===== config.mk =====
export PLATFORM = sky130hd
export DESIGN_NAME = pipe_ctrl
export DESIGN_NICKNAME = d
export VERILOG_FILES = /design/src/rtl/pipe_ctrl.sv
export SDC_FILE = /design/constraint.sdc
export NUM_CORES = 1
export LEC_CHECK = 0
export CORE_ASPECT_RATIO = 1.2
export CORE_UTILIZATION = 40
export CTS_BUF_LIST = sky130_fd_sc_hd__clkbuf_2
export DETAILED_ROUTE_END_ITERATION = 10
export PLACE_DENSITY = 0.72
export SYNTH_ARGS = -nofsm -noshare
export SYNTH_HDL_FRONTEND = slang
export SYNTH_SLANG_ARGS = --single-unit
export TNS_END_PERCENT = 30

===== constraint.sdc =====
create_clock -name clk -period 4.7 [get_ports clk]
set_input_delay 0.94 -clock clk [delete_from_list [all_inputs] [get_ports clk]]
set_output_delay 0.94 -clock clk [all_outputs]
set_load 0.005 [all_outputs]

===== src/rtl/pipe_ctrl.sv =====
// Pipeline stall/flush controller with per-stage valid shadow, flush-cause capture and stall watchdog.
// Optional per-stage stall performance counters are enabled by defining PIPE_PERF_CNT_EN.
module pipe_ctrl #(
    parameter int STAGE_NUM     = 7,
    parameter int FLUSH_SRC_NUM = 4,
    parameter logic [STAGE_NUM*FLUSH_SRC_NUM-1:0] FLUSH_MASK = {7'h0F, 7'h1F, 7'h0F, 7'h01},
    parameter int WDOG_LIMIT    = 1024,
    localparam int SRC_W = (FLUSH_SRC_NUM > 1) ? $clog2(FLUSH_SRC_NUM) : 1,
    localparam int CNT_W = $clog2(WDOG_LIMIT + 1),
    localparam int SEL_W = (STAGE_NUM > 1) ? $clog2(STAGE_NUM) : 1
) (
    input  logic                     clk,
    input  logic                     rst_n,
    input  logic [STAGE_NUM-1:0]     stall_o_vec,
    output logic [STAGE_NUM-1:0]     stall_i_vec,
    input  logic [FLUSH_SRC_NUM-1:0] flush_req,
    output logic [STAGE_NUM-1:0]     flush_i_vec,
    input  logic                     fetch_vld,
    output logic [STAGE_NUM-1:0]     stage_vld,
    output logic                     pipe_empty,
    output logic [SRC_W-1:0]         last_flush_src,
    output logic                     flush_seen,
    input  logic                     wdog_clr,
`ifdef PIPE_PERF_CNT_EN
    input  logic [SEL_W-1:0]         perf_sel,
    input  logic                     perf_clr,
    output logic [31:0]              perf_cnt,
`endif
    output logic                     wdog_timeout
);

    localparam logic [CNT_W-1:0] WDOG_MAX = CNT_W'(WDOG_LIMIT);

    logic [STAGE_NUM-1:0] busy;
    logic [STAGE_NUM-1:0] stage_vld_q, stage_vld_d;
    logic [SRC_W-1:0]     last_src_q, last_src_d;
    logic                 seen_q, seen_d;
    logic [CNT_W-1:0]     wdog_cnt_q, wdog_cnt_d;
    logic                 timeout_q, timeout_d;
    logic                 any_flush;

    always_comb begin
        logic stallAcc;
        logic flushAcc;
        stall_i_vec = '0;
        flush_i_vec = '0;
        stallAcc    = 1'b0;
        for (int k = STAGE_NUM - 1; k >= 0; k--) begin
            stall_i_vec[k] = stallAcc;
            stallAcc       = stallAcc | stall_o_vec[k];
        end
        for (int k = 0; k < STAGE_NUM; k++) begin
            flushAcc = 1'b0;
            for (int s = 0; s < FLUSH_SRC_NUM; s++) begin
                flushAcc = flushAcc | (flush_req[s] & FLUSH_MASK[s*STAGE_NUM+k]);
            end
            flush_i_vec[k] = flushAcc;
        end
    end

    assign busy      = stall_o_vec | stall_i_vec;
    assign any_flush = |flush_req;

    // Flush beats stall; an upstream stage that is itself stalling hands down a bubble.
    always_comb begin
        stage_vld_d = '0;
        if (flush_i_vec[0]) begin
            stage_vld_d[0] = 1'b0;
        end else if (busy[0]) begin
            stage_vld_d[0] = stage_vld_q[0];
        end else begin
            stage_vld_d[0] = fetch_vld;
        end
        for (int k = 1; k < STAGE_NUM; k++) begin
            if (flush_i_vec[k]) begin
                stage_vld_d[k] = 1'b0;
            end else if (busy[k]) begin
                stage_vld_d[k] = stage_vld_q[k];
            end else begin
                stage_vld_d[k] = stage_vld_q[k-1] & ~stall_o_vec[k-1];
            end
        end
    end

    always_comb begin
        last_src_d = last_src_q;
        seen_d     = seen_q;
        if (any_flush) begin
            seen_d = 1'b1;
            for (int s = 0; s < FLUSH_SRC_NUM; s++) begin
                if (flush_req[s]) begin
                    last_src_d = SRC_W'(s);
                end
            end
        end
    end

    // Timeout is raised in the same edge that brings the counter to the limit.
    always_comb begin
        wdog_cnt_d = wdog_cnt_q;
        if (!busy[0] || any_flush || wdog_clr) begin
            wdog_cnt_d = '0;
        end else if (wdog_cnt_q != WDOG_MAX) begin
            wdog_cnt_d = wdog_cnt_q + 1'b1;
        end
        if (wdog_clr) begin
            timeout_d = 1'b0;
        end else begin
            timeout_d = timeout_q | (wdog_cnt_d == WDOG_MAX);
        end
    end

    always_ff @(posedge clk or negedge rst_n) begin
        if (!rst_n) begin
            stage_vld_q <= '0;
            last_src_q  <= '0;
            seen_q      <= 1'b0;
            wdog_cnt_q  <= '0;
            timeout_q   <= 1'b0;
        end else begin
            stage_vld_q <= stage_vld_d;
            last_src_q  <= last_src_d;
            seen_q      <= seen_d;
            wdog_cnt_q  <= wdog_cnt_d;
            timeout_q   <= timeout_d;
        end
    end

    assign stage_vld      = stage_vld_q;
    assign pipe_empty     = ~|stage_vld_q;
    assign last_flush_src = last_src_q;
    assign flush_seen     = seen_q;
    assign wdog_timeout   = timeout_q;

`ifdef PIPE_PERF_CNT_EN
    logic [31:0] perf_q [STAGE_NUM];
    logic [31:0] perf_d [STAGE_NUM];

    always_comb begin
        for (int k = 0; k < STAGE_NUM; k++) begin
            perf_d[k] = perf_q[k];
            if (perf_clr) begin
                perf_d[k] = '0;
            end else if (stage_vld_q[k] && busy[k] && (perf_q[k] != 32'hFFFF_FFFF)) begin
                perf_d[k] = perf_q[k] + 32'd1;
            end
        end
    end

    always_ff @(posedge clk or negedge rst_n) begin
        if (!rst_n) begin
            for (int k = 0; k < STAGE_NUM; k++) begin
                perf_q[k] <= '0;
            end
        end else begin
            for (int k = 0; k < STAGE_NUM; k++) begin
                perf_q[k] <= perf_d[k];
            end
        end
    end

    always_comb begin
        perf_cnt = '0;
        for (int k = 0; k < STAGE_NUM; k++) begin
            if (perf_sel == SEL_W'(k)) begin
                perf_cnt = perf_q[k];
            end
        end
    end
`endif

endmodule

==> results of run 1 <==
==> kinds of logic (layout without fill, tap and decap cells) <==
logic type | after synthesis | count (layout) | share of synthesized area [%]
adders and majority gates | 2 | 2 | 2.05
other | 1 | 3 | 0.307
xor gates and xnor gates | 9 | 9 | 6.45
DFF | 22 | 22 | 45.0
buffers and inverters | 22 | 50 | 9.21
and+or+nand+nor | 64 | 64 | 26.1
muxes | 2 | 2 | 1.64
AOI/OAI and AO/OA | 18 | 18 | 9.21
==> how the worst max path moves through the flow <==
stage	from	endpoint	slack, ps	depth (start not counted)
after floorplan	stall_o_vec[5]	stall_i_vec[0]	1730	4
after global placement	stall_o_vec[6]	stall_i_vec[0]	840	4
after detailed placement	stall_o_vec[6]	stall_i_vec[0]	800	4
after CTS	stall_o_vec[6]	stall_i_vec[0]	800	4
after global routing	stall_o_vec[6]	stall_i_vec[0]	730	4
final	stall_o_vec[6]	stall_i_vec[0]	800	4
==> layout make-up <==
class / count / share of cell area [%]
Inverter: 10 / 2.37
Tap cell: 34 / 2.69
Clock buffer: 3 / 0.949
Sequential cell: 22 / 34.8
Timing Repair Buffer: 37 / 23.4
Multi-Input combinational cell: 98 / 35.8
==> metal layers <==
metal / part of all wire (%) / vias to the layer above / GRT usage (%)
li1: - / 520 / -
met1: 42 / 478 / 19.6
met2: 50 / 43 / 28.6
met3: 6.5 / 4 / 2.43
met4: 1.2 / 0 / 6.91
met5: 0 / - / 0
==> stage by stage <==
stage | std cells | cell area (µm²)
floorplan | 142 | 1230
global placement | 201 | 1570
detailed placement | 201 | 1570
CTS | 204 | 1580
global route | 204 | 1580
finish | 204 | 1580
==> flip-flops by register name, indices dropped and copies added, names as in the netlist <==
name / cells
flush_seen: 1
last_flush_src: 2
wdog_timeout: 1
stage_vld: 7
wdog_cnt_q: 11
==> cell usage after synthesis (2+ instances only) <==
cell,n,area share (%)
nor3_1,3,1.2
clkbuf_1,2,0.61
buf_4,7,4.3
xnor2_1,6,4.3
nor2_1,25,7.7
or4_1,3,1.8
xor2_1,3,2.1
or3_1,3,1.5
a21oi_1,7,2.9
inv_1,9,2.8
nor2b_1,3,1.5
or2_1,2,1.0
dfrtp_1,22,45
nor3b_1,3,1.8
buf_2,3,1.2
o21ai_1,3,1.2
mux2i_1,2,1.6
nand2_1,8,2.5
ha_1,2,2.0
nand3_1,4,1.6
nor4_1,5,2.6
nand4_1,2,1.0
==> worst max-delay path: stages <==
cell,delay [ps]
clkdlybuf4s50_1,460
or4_1,600
or3_1,470
clkdlybuf4s50_1,490
==> power by group <==
group | leakage, nW | total (mW) | internal, mW | switching, mW
Combinational | 0.311 | 0.0339 | 0.0200 | 0.0139
Sequential | 0.295 | 0.192 | 0.191 | 0.000857
Clock | 0.0125 | 0.0703 | 0.0174 | 0.0529
Total | 0.618 | 0.296 | 0.228 | 0.0677
==> qor.yml, run 1 <==
outcome: "finished, final reports clean"
max_slew_margin_pct: 36.1
ir_drop_mv: 0.136
setup_viol: 0
die_w_um: 52.5
dieArea_um2: 3280
drive_gt1_share_pct: 2.94
clkLatencyLatePin_ps: 310
fp.dieH_um: 62.6
async_flop_share_pct: 100
worstMarginPinSlew_ps: 956
first_pass_iters: 5
hold_viol: 0
synth.avg_cell_area_um2: 8.73
grt_first_pass_wirelength_um: 4160
synth-edff-count: 0
drt-initial-drc-count: 18
wl_per_cell_um: 12.3
vias: 1045
placementRows: 21
cap_violations: 0
worstPathMaxFanout: 7
place_ws_ps: 803
io_pins: 41
fin_util_pct: 55.8
start_kind: "input port"
whs_endpoint: "flush_seen"
hp-class: "flip-flop to flip-flop"
nFillCells: 265
drc_errors: 0
vias_per_cell: 5.12
r2r-start: "wdog_cnt_q[0]"
clk_path_buf_depth: 2
path_clk_slew_ps: 190
multi_input_comb_area_um2: 567
cts_sinks: 22
cts_tree: "done"
antenna_cells: 0
final_cell_mix: "37 x clkdlybuf4s50_1, 25 x nor2_1, 22 x dfrtp_1, 9 x inv_1, 8 x nand2_1"
whs_ps: 491
grt_overflow: 0
hold_buffers: 0
ys_seq_area_share_pct: 45.0
numCtsBuffers: 3
final_common_cell: "clkdlybuf4s50_1"
p_per_area_nw_per_um2: 187
cts-root-buf: "clkbuf_2"
area_growth_pct: 29.5
synth_area_um2: 1220
post-cts-setup-buffer-count: 0
coreArea_um2: 2840
grt_max_degree: 23
post_cts_resized: 0
finalWirelength_um: 2510
dp_hpwl_um: 1980
ys.flop_type: "dfrtp_1"
gp_congestion: 0.842
design_power_total_mw: 0.296
min_period_over_period_pct: 83.1
synth_cells: 140
synth-seq-cells: 22
place.port_buffers: 37
postRouteAntennaNets: 0
crit_type: "input port to primary output"
timing.rr.end: "wdog_timeout"
required_ps: 3760
yosys.cell_types.count: 35
fin_crit_ps: 3900
r2r_slack_ps: 2810
end_kind: "primary output"
min_from: "flush_seen"
htree_levels: 1
ff2ff_path_depth: 6
fin_ws_ps: 796
worst_ep_arrival_time_ps: 2960
grt_pass1_vias: 995
initial_core_util_pct: 43.1
hold_depth: 1
antenna_found_initial: 0
yosysWarnings: 0
leakagePower_nw: 0.618
finalNetCount: 189
setup_tns_ps: 0
grtUsageTotal_pct: 16.5
rsz0062_at_grt: "no"
fmax_ghz: 0.256
seq_area_um2: 551
slew_violations: 0
finalClockSkew_ps: 7.10
Note: power is estimated with default switching activity, not from simulation.
==> run 2, diff against run 1 <==
--- a/config.mk
+++ b/config.mk
@@ -9,7 +9,7 @@
 export CORE_UTILIZATION = 40
 export CTS_BUF_LIST = sky130_fd_sc_hd__clkbuf_2
 export DETAILED_ROUTE_END_ITERATION = 10
-export PLACE_DENSITY = 0.72
+export PLACE_DENSITY = 0.74
 export SYNTH_ARGS = -nofsm -noshare
 export SYNTH_HDL_FRONTEND = slang
 export SYNTH_SLANG_ARGS = --single-unit
==> constraint.sdc (replaced) <==
create_clock -name clk -period 3.4 [get_ports clk]
set_input_delay 0.68 -clock clk [delete_from_list [all_inputs] [get_ports clk]]
set_output_delay 0.68 -clock clk [all_outputs]
set_load 0.005 [all_outputs]
==> run 2 against run 1 <==
Compared with the run above:
- non-clock buffer count is 2 higher
- combinational power is 40% higher
- critical endpoint unchanged
- highest routed layer unchanged
- largest cell class unchanged
- core utilization is 0.66 points higher
- critical path depth stayed put
- setup slack worse by 630 ps
==> qor.yml, run 2 (synthesis gave the netlist of run 1 again) <==
outcome: "finished, final reports clean"  # unchanged
nFillCells: 258  # was 265
wl_per_cell_um: 12.3  # about the same
fin_crit_ps: 3230
hold_viol: 0  # unchanged
slew_violations: 0  # unchanged
worstMarginPinSlew_ps: 958  # was 956 ps
busiest_layer: "met2"  # unchanged
initial_core_util_pct: 43.1  # unchanged
design_power_total_mw: 0.412  # was 0.296 mW
grt_max_degree: 23  # unchanged
antenna_found_initial: 0  # unchanged
p_sw_share_pct: 23.0  # was 22.9%
grt_use_met1_pct: 20.0  # was 19.6%
antenna_cells: 0  # unchanged
grt.met3_usage_pct: 2.68  # was 2.43%
ir_drop_mv: 0.227  # was 0.136 mV
coreArea_um2: 2840  # unchanged
multi_input_comb_area_um2: 567  # unchanged
cts-root-buf: "clkbuf_2"  # unchanged
max_slew_margin_pct: 35.9  # was 36.1%
vias: 1058  # was 1045
cts_tree: "done"  # unchanged
use_met2_pct: 30.9  # was 28.6%
final_common_cell: "clkdlybuf4s50_1"  # unchanged
gp_congestion: 0.899  # was 0.842
regMostFlops: "wdog_cnt_q"  # unchanged
seq_power_share_pct: 64.3  # was 64.8%
numCtsBuffers: 3  # unchanged
rsz0062_at_grt: "no"  # unchanged
clk_path_buf_depth: 2  # unchanged
fmax_ghz: 0.309
finalNetCount: 191  # was 189
hp-class: "flip-flop to flip-flop"  # unchanged
clkLatencyLatePin_ps: 320  # was 310 ps
leakagePower_nw: 0.628  # was 0.618 nW
cap_violations: 0  # unchanged
hold_buffers: 0  # unchanged
finalClockSkew_ps: 14.3  # was 7.10 ps
largest_reg_flops: 11  # unchanged
vias_per_cell: 5.11  # was 5.12
dieArea_um2: 3280  # unchanged
worstPathMaxFanout: 5  # was 7
instances_no_fill: 207  # was 204
postRouteAntennaNets: 0  # unchanged
required_ps: 2720  # was 3760 ps
drc_errors: 0  # unchanged
start_kind: "input port"  # unchanged
crit_type: "input port to primary output"  # unchanged
grt_first_pass_wirelength_um: 4330  # was 4160 µm
grt_pass1_vias: 1014  # was 995
area_growth_pct: 31.0  # was 29.5%
post-cts-setup-buffer-count: 0  # unchanged
place_ws_ps: 165  # was 803 ps
fp.dieH_um: 62.6  # unchanged
clock_power_share_pct: 24.2  # was 23.8%
setup_tns_ps: 0  # unchanged
finalWirelength_um: 2550  # was 2510 µm
placementRows: 21  # unchanged
power.switching_mw: 0.0947  # was 0.0677 mW
p_comb_share_pct: 11.5  # about the same
end_kind: "primary output"  # unchanged
die_w_um: 52.5  # unchanged
fin_util_pct: 56.4  # was 55.8%
post_cts_resized: 0  # unchanged
drive_gt1_share_pct: 4.05  # was 2.94%
first_pass_iters: 4  # was 5
grtUsageTotal_pct: 17.4  # was 16.5%
final_cell_mix: "37 x clkdlybuf4s50_1, 25 x nor2_1, 22 x dfrtp_1, 9 x inv_1, 8 x nand2_1"  # unchanged
drt-initial-drc-count: 19  # was 18
worst_ep_arrival_time_ps: 2550  # was 2960 ps
grt_overflow: 0  # unchanged
htree_levels: 1  # unchanged
fin_ws_ps: 165  # was 796 ps
place.port_buffers: 37  # unchanged
min_period_over_period_pct: 95.1
io_pins: 41  # unchanged
p_per_area_nw_per_um2: 257  # was 187 nW/µm²
p_int_mw: 0.317  # was 0.228 mW
path_clk_slew_ps: 200  # was 190 ps
seq_area_um2: 551  # unchanged
setup_viol: 0  # unchanged
cts_sinks: 22  # unchanged
dp_hpwl_um: 1990  # was 1980 µm
dp_cells: 203  # was 201
run 2: area by class of cell:
cell class              instances  area share, %
clock buffers                   3          0.937
clock inverters                 1          0.234
inverters                      10           2.34
multi-input cells              98           35.4
flip-flops and latches         22           34.4
well taps                      34           2.66
repair buffers                 39           24.1
run 2: path summary, 6_finish.rpt:
check	from	end	slack (ps)	cells after the start
worst max-delay path	stall_o_vec[6]	stall_i_vec[0]	170	4
worst min-delay path	flush_seen	flush_seen	510	1
worst max register to register	wdog_cnt_q[0]	wdog_timeout	1530	6
worst min register to register	flush_seen	flush_seen	510	1
max in group asynchronous	rst_n	wdog_cnt_q[6]	1960	1
min in group asynchronous	rst_n	last_flush_src[0]	850	1
run 2: critical path: stages:
cell,delay (ps)
clkdlybuf4s50_1,460
or4_1,600
or3_1,360
clkdlybuf4s50_1,450
run 2: layer usage:
metal  routed length [µm]  part of all wire (%)  vias up
li1                     -                     -      527
met1                 1080                    43      492
met2                 1280                    50       35
met3                  147                   5.8        4
met4                   34                   1.3        0
met5                    0                     0        -
run 2: per-stage QoR:
| stage | instance area (µm²) | hold WS (ps) |
|---|---|---|
| CTS | 1600 | 510 |
| finish | 1600 | 508 |
| detailed placement | 1580 | 466 |
| global route | 1600 | 566 |
| global placement | 1580 | 447 |
| floorplan | 1230 | 384 |
run 2: power by group through the flow:
stage	Clock [mW]	Sequential, mW	Combinational, mW
floorplan	0	0.270	0.0156
global placement	0	0.269	0.0472
detailed placement	0	0.269	0.0479
CTS	0.105	0.265	0.0482
global route	0.117	0.265	0.0525
finish	0.0998	0.265	0.0474
